### src/rtl/commit_wb.sv
// M/W pipeline register and write-back stage: result selection, load extension,
// x0 write suppression and a retired-instruction counter.
module commit_wb #(
  parameter int ADDRESS_WIDTH = 32,
  parameter int DATA_WIDTH    = 32,
  parameter int CNT_WIDTH     = 32
) (
  input  logic                               clk,
  input  logic                               rst,
  input  logic                               valid_m,
  input  logic                               stall_w,
  input  logic                               flush_w,
  input  logic                               reg_write_m,
  input  logic [1:0]                         result_src_m,
  input  logic [2:0]                         load_funct3_m,
  input  logic [$clog2(DATA_WIDTH/8)-1:0]    byte_off_m,
  input  logic [DATA_WIDTH-1:0]              alu_result_m,
  input  logic [DATA_WIDTH-1:0]              read_data_m,
  input  logic [DATA_WIDTH-1:0]              imm_ext_m,
  input  logic [ADDRESS_WIDTH-1:0]           pc_plus4_m,
  input  logic [4:0]                         rd_m,
  output logic [DATA_WIDTH-1:0]              result_w,
  output logic                               reg_write_w,
  output logic [4:0]                         rd_w,
  output logic                               valid_w,
  output logic [CNT_WIDTH-1:0]               retire_count
);

  localparam int OFF_W = $clog2(DATA_WIDTH/8);

  logic                     valid_q;
  logic                     reg_write_q;
  logic [1:0]               result_src_q;
  logic [2:0]               funct3_q;
  logic [OFF_W-1:0]         byte_off_q;
  logic [DATA_WIDTH-1:0]    alu_result_q;
  logic [DATA_WIDTH-1:0]    read_data_q;
  logic [DATA_WIDTH-1:0]    imm_ext_q;
  logic [ADDRESS_WIDTH-1:0] pc_plus4_q;
  logic [4:0]               rd_q;
  logic [CNT_WIDTH-1:0]     cnt_q;
  logic [CNT_WIDTH-1:0]     cnt_d;

  logic [OFF_W-1:0]         half_off;
  logic [OFF_W-1:0]         word_off;
  logic [7:0]               b_lane;
  logic [15:0]              h_lane;
  logic [31:0]              w_lane;
  logic [DATA_WIDTH-1:0]    load_ext;

  // Flush only needs to kill the write; the data fields are don't-care then.
  always_ff @(posedge clk or posedge rst) begin
    if (rst) begin
      valid_q      <= 1'b0;
      reg_write_q  <= 1'b0;
      result_src_q <= '0;
      funct3_q     <= '0;
      byte_off_q   <= '0;
      alu_result_q <= '0;
      read_data_q  <= '0;
      imm_ext_q    <= '0;
      pc_plus4_q   <= '0;
      rd_q         <= '0;
    end else if (flush_w) begin
      valid_q     <= 1'b0;
      reg_write_q <= 1'b0;
    end else if (!stall_w) begin
      valid_q      <= valid_m;
      reg_write_q  <= reg_write_m;
      result_src_q <= result_src_m;
      funct3_q     <= load_funct3_m;
      byte_off_q   <= byte_off_m;
      alu_result_q <= alu_result_m;
      read_data_q  <= read_data_m;
      imm_ext_q    <= imm_ext_m;
      pc_plus4_q   <= pc_plus4_m;
      rd_q         <= rd_m;
    end
  end

  always_comb begin
    cnt_d = cnt_q;
    if (valid_q && !stall_w && !flush_w) cnt_d = cnt_q + CNT_WIDTH'(1);
  end

  always_ff @(posedge clk or posedge rst) begin
    if (rst) cnt_q <= '0;
    else     cnt_q <= cnt_d;
  end

  // Halfword/word lanes ignore the low offset bits rather than faulting on misalignment.
  always_comb begin
    half_off = byte_off_q & ~OFF_W'(1);
    word_off = byte_off_q & ~OFF_W'(3);
    b_lane   = 8'(read_data_q >> {byte_off_q, 3'b000});
    h_lane   = 16'(read_data_q >> {half_off, 3'b000});
    w_lane   = 32'(read_data_q >> {word_off, 3'b000});
    load_ext = read_data_q;
    case (funct3_q)
      3'b000: load_ext = DATA_WIDTH'(signed'(b_lane));
      3'b001: load_ext = DATA_WIDTH'(signed'(h_lane));
      3'b010: load_ext = DATA_WIDTH'(signed'(w_lane));
      3'b100: load_ext = DATA_WIDTH'(b_lane);
      3'b101: load_ext = DATA_WIDTH'(h_lane);
      3'b110: if (DATA_WIDTH == 64) load_ext = DATA_WIDTH'(w_lane);
      default: load_ext = read_data_q;
    endcase
  end

  always_comb begin
    result_w = alu_result_q;
    case (result_src_q)
      2'b00: result_w = alu_result_q;
      2'b01: result_w = load_ext;
      2'b10: result_w = DATA_WIDTH'(pc_plus4_q);
      2'b11: result_w = imm_ext_q;
      default: result_w = alu_result_q;
    endcase
  end

  assign valid_w      = valid_q;
  assign reg_write_w  = reg_write_q & valid_q & (rd_q != 5'd0);
  assign rd_w         = rd_q;
  assign retire_count = cnt_q;

endmodule

### config.mk
export PLATFORM = sky130hd
export DESIGN_NAME = commit_wb
export DESIGN_NICKNAME = d
export VERILOG_FILES = /design/src/rtl/commit_wb.sv
export SDC_FILE = /design/constraint.sdc
export NUM_CORES = 1
export LEC_CHECK = 0
export ABC_AREA = 1
export ABC_CLOCK_PERIOD_IN_PS = 7100
export BUFFER_PORTS_ARGS = -buffer_cell sky130_fd_sc_hd__clkbuf_2
export CORE_ASPECT_RATIO = 0.7
export CORE_MARGIN = 3
export CORE_UTILIZATION = 40
export CTS_CLUSTER_DIAMETER = 200
export CTS_CLUSTER_SIZE = 30
export DETAILED_ROUTE_END_ITERATION = 16
export GPL_TIMING_DRIVEN = 0
export PLACE_DENSITY = 0.61
export REMOVE_ABC_BUFFERS = 1
export SETUP_SLACK_MARGIN = 0.2
export SLEW_MARGIN = 20
export SYNTH_ARGS = -nofsm -noshare
export SYNTH_HDL_FRONTEND = slang
export SYNTH_SLANG_ARGS = --single-unit
### constraint.sdc
create_clock -name clk -period 7.1 [get_ports clk]
set_input_delay 1.065 -clock clk [delete_from_list [all_inputs] [get_ports clk]]
set_output_delay 1.065 -clock clk [all_outputs]
set_load 0.005 [all_outputs]
# Word-level counts from Yosys, hierarchy flattened
# Index checks and enable logic that the tools add are counted.
[classes]
addsub = 1
eq_ne = 7
shift = 2
mux = 6
bitwise_logic = 4
n_reduce_logical = 8
[op_table]
columns = ["cell", "n"]
rows = [
  ["32-bit case mux with 4 select lines", 2],
  ["32-bit by 1-bit adder with 32-bit output (second input constant)", 1],
  ["32-bit by 5-bit right shift with 16-bit output", 1],
  ["32-bit by 5-bit right shift with 8-bit output", 1],
  ["3-bit == test (second input constant)", 2],
  ["5-bit nonzero test", 1],
  ["2-bit == test (second input constant)", 2],
  ["1-bit two-way mux", 4],
  ["3-bit by 1-bit == test with 1-bit output (second input constant)", 1],
  ["3-bit zero test", 1],
  ["1-bit bitwise AND", 2],
  ["2-bit by 1-bit == test with 1-bit output (second input constant)", 1],
  ["1-bit logical AND", 2],
  ["1-bit zero test", 2],
  ["2-bit zero test", 1],
  ["2-bit by 1-bit != test with 1-bit output (second input constant)", 1],
  ["1-bit inverter", 2],
  ["2-bit AND reduction", 1],
]
[word_totals]
register_bits = 174
inputBits = 146
elab_cells = 39

# Depth between registers and ports, before layout
[depth]
depth_word = 3
mapped_depth = 9
depth_no_buf = 9

# Least setup slack after synthesis
# OpenSTA, ideal clock, no wires.
[synth_timing]
kind = "reg-to-output"
startpoint = "register funct3_q[0]"
endpoint = "output result_w[16]"
t_arrival_ns = 1.201
t_required_ns = 6.035
slack_ns = 4.834
path_stages_with_launch = 9
path_cell_list = "dfrtp_1 -> inv_1 -> nand2_4 -> nor2_1 -> nand2_4 -> nand2_4 -> buf_6 -> a21oi_1 -> nand2_1"
[synth_via]
elab_chain_len = 3
[synth_rtl]
columns = ["item", "line", "rtl"]
rows = [
  ["start: declaration", "34", "logic [2:0] funct3_q;"],
  ["start signal: assignment", "71", "funct3_q <= load_funct3_m;"],
  ["3-bit == test, or another cell as far along", "99", "case (funct3_q)"],
  ["32-bit case mux with 4 select lines (*)", "99", ""],
  ["32-bit case mux with 4 select lines (*)", "112", "case (result_src_q)"],
  ["end: declaration", "22", "output logic [DATA_WIDTH-1:0] result_w,"],
]
# Mark *: on every way between the ends. The rest lies on a longest branch, timed or not.

# Worst setup path in the final report
[layout_timing]
startpoint = "register funct3_q[1]"
endpoint = "output result_w[6]"
# Same word-level chain as after synthesis.

==> flow_metrics.tcl <==
set metrics [dict create \
    n_antenna_cell 0 \
    dpl_worst_slack_ns 3.816 \
    drt_iter0_markers 706 \
    root_buffer "clkbuf_16" \
    vias 7626 \
    synth_top_area_share_pct 51.66 \
    synth.area.top_cells "dfrtp_1, nand2_1, o21ai_0" \
    status "finished, final reports clean" \
    power_frac_seq_pct 43.3 \
    clk_latency_ns 0.42 \
    post-synth-top-area-cell "dfrtp_1" \
    fin_skew_ns 0.005956 \
    min_path_type "reg -> reg" \
    vdd_drop_max_uv 157.3 \
    min_period_ns 3.782 \
    crit_chain "a21oi_1 > o211ai_1 > o211ai_1 > nand3_1 > clkbuf_2" \
    numCtsBuffers 17 \
    netlist_instances 1073 \
    io_pins 217 \
    ctsHoldBuffers 0 \
    initial_core_util_pct 41.66 \
    r2r_start "retire_count[1]" \
    power_switching_mw 0.8049 \
    power.density_nw_per_um2 256.7 \
    post_drt_via_cell_ratio 4.920 \
    dp_hpwl_um 17120 \
    seq_area_um2 4355 \
    crit_required_ns 6.03 \
    antenna_left 0 \
    multi_input_area_um2 3319 \
    power_mw 2.705 \
    sw_frac_of_total_pct 29.76 \
    cts_resized 0 \
    rows 43 \
    min_from "alu_result_q[26]" \
    io_buffers 216 \
    gp_congestion 0.8651 \
    setup_violations 0 \
    cts_setup_buffers 0 \
    routed_wl_um 23940 \
    cp_slowest_cell "a21oi_1" \
    ys_warn_count 0 \
    ys_seq_elements 174 \
    postSynth.asyncResetShare_pct 100.0 \
    cts_buffer_depth 2 \
    cp.arrival_ns 2.72 \
    core_area_um2 20230 \
    die_h_um 127.4 \
    die_w_um 179.5 \
    drive_above_1_share_pct 22.03 \
    ys_types 33 \
    netlist_area_um2 8428 \
    crit_top_cell "o211ai_1" \
    final_max_slew_viol_count 0 \
    fin_crit_sh_pct 53.27 \
    rsz0062_at_grt "no" \
    relSlewSlack_pct 30.36 \
    grt_max_degree 75 \
    p_clk_share_pct 37.8 \
    fmax_ghz 0.2644 \
    worstMarginPinSlew_ns 1.043 \
    fp.dieArea_um2 22880 \
    synth_area_per_cell_um2 7.855 \
    cp-startpoint "funct3_q[1]" \
    hold_violations 0 \
    grt_usage_pct 21.16 \
    worst_setup_path_start_kind "flop" \
    htree_levels 4 \
    synth-edff-count 0 \
    antenna_found_initial 1 \
    clk_pin_slew_ns 0.07 \
    cap_violations 0 \
    area_growth_pct 25.02 \
    crit_type "reg -> out" \
    worst_setup_path_end_kind "output pin" \
    nets 1414 \
    drt_first_pass_iters 5 \
    critPathMaxFanout 41 \
    cts.sinks 174 \
    max_stage_delay_ns 0.84 \
    grt_pass1_wl_um 38850 \
    route.detailed.drc 0 \
    fillCellCount 2046 \
    cellLeakagePower_nw 5.478 \
    ys_seq_area_share_pct 51.66 \
    combPwrFrac_pct 18.9 \
    internal-power_mw 1.900 \
    grt_remaining_overflow 0 \
    grt_pass1_vias 7224 \
    cts_tree "built" \
    avgRoutedWirePerCell_um 15.44 \
    worst_slack_ns 3.318 \
    synth_ff_type "dfrtp_1" \
]
## per-stage QoR
step / area [um^2] / instances / utilization (%) / TNS, ns / hold WS, ns
floorplan: 8197 / 1022 / - / -33.49 / 0.4422
global placement: 9615 / 1508 / 47.53 / -437.36 / 0.4533
detailed placement: 9903 / 1518 / 48.95 / 0 / 0.4583
CTS: 10540 / 1550 / 52.08 / 0 / 0.4755
global route: 10540 / 1550 / 52.08 / 0 / 0.4862
finish: 10540 / 1550 / 52.08 / 0 / 0.4729
## final timing paths
check,cells past startpoint,endpoint,slack [ns]
setup / recovery,5,result_w[6],3.32
hold / removal,2,alu_result_q[26],0.47
setup reg to reg,8,retire_count[26],5.40
hold reg to reg,2,alu_result_q[26],0.47
max in group asynchronous,4,retire_count[30],5.49
min in group asynchronous,2,valid_w,0.58
## sequential cells by signal (all words and copies together) (netlist names)
register      cells
alu_result_q     32
pc_plus4_q       32
reg_write_q       1
read_data_q      32
retire_count     32
funct3_q          3
byte_off_q        2
rd_w              5
result_src_q      2
valid_w           1
imm_ext_q        32
## power by group through the flow
stage | Combinational, mW | Sequential (mW) | Clock [mW]
2_1_floorplan | 0.294 | 1.17 | 0
3_3_place_gp | 0.495 | 1.19 | 0
3_5_place_dp | 0.512 | 1.19 | 0
4_1_cts | 0.516 | 1.17 | 1.04
5_1_grt | 0.587 | 1.19 | 1.09
6_report | 0.510 | 1.17 | 1.02
## cell usage in the layout, fill, tap and decap left out, types with 2 or more instances in the layout
master	count
nand2_1	358
clkbuf_2	216
dfrtp_1	173
inv_1	141
o21ai_0	116
a21oi_1	59
o22ai_1	32
nand3_1	30
nor2_1	26
clkbuf_16	17
o211ai_1	14
nand3b_1	10
xor2_1	10
xnor2_1	9
nand4_1	8
buf_16	8
nor3_1	6
nor2_4	5
nor2_2	5
bufinv_16	4
clkinvlp_4	4
nand2_4	3
nand2_2	3
inv_8	3
inv_6	3
clkinv_2	2
or2_2	2
o21ai_1	2
buf_12	2
## layer usage
layer / track usage, % / vias up / wire length (um)
met2: 29.25 / 210 / 9701
li1: - / 3802 / -
met4: 4.227 / 2 / 217
met5: 0 / - / 13
met1: 33.24 / 3592 / 12470
met3: 5.435 / 20 / 1532
## worst max-delay path: cells and delay by family (launching register included)
kind | cells | cell delay (ns)
compound gates | 3 | 1.29
buf+inv | 1 | 0.15
flops | 1 | 0.69
simple gates | 1 | 0.16
## cells by family (layout without fill, tap and decap cells)
group / after synthesis / after routing / synth area share [%]
and+or+nand+nor: 458 / 458 / 22.64
AOI/OAI and AO/OA: 226 / 226 / 14.42
buffers and inverters: 195 / 402 / 9.160
DFF: 174 / 174 / 51.66
xor gates and xnor gates: 19 / 19 / 1.974
adders and majority gates: 1 / 1 / 0.1484
## synthesized netlist by cell type (6+ instances only)
library cell	instances
o22ai_1	32
nor2_2	6
o211ai_1	14
buf_2	23
dfrtp_1	174
nand2_1	360
xor2_1	10
xnor2_1	9
a21oi_1	59
nor2_1	27
nand4_1	8
nand3_1	30
nor3_1	6
inv_1	142
clkbuf_1	24
nand3b_1	10
o21ai_0	116
## final cells by class
cell class / count / share of cell area [%]
inverter: 144 / 5.213
multi-input combinational: 704 / 31.50
tap: 270 / 3.206
clock inverter: 14 / 1.936
sequential: 174 / 41.34
clock buffer: 18 / 4.073
timing repair buffer: 226 / 12.73
Note: power is estimated with default switching activity, not from simulation.
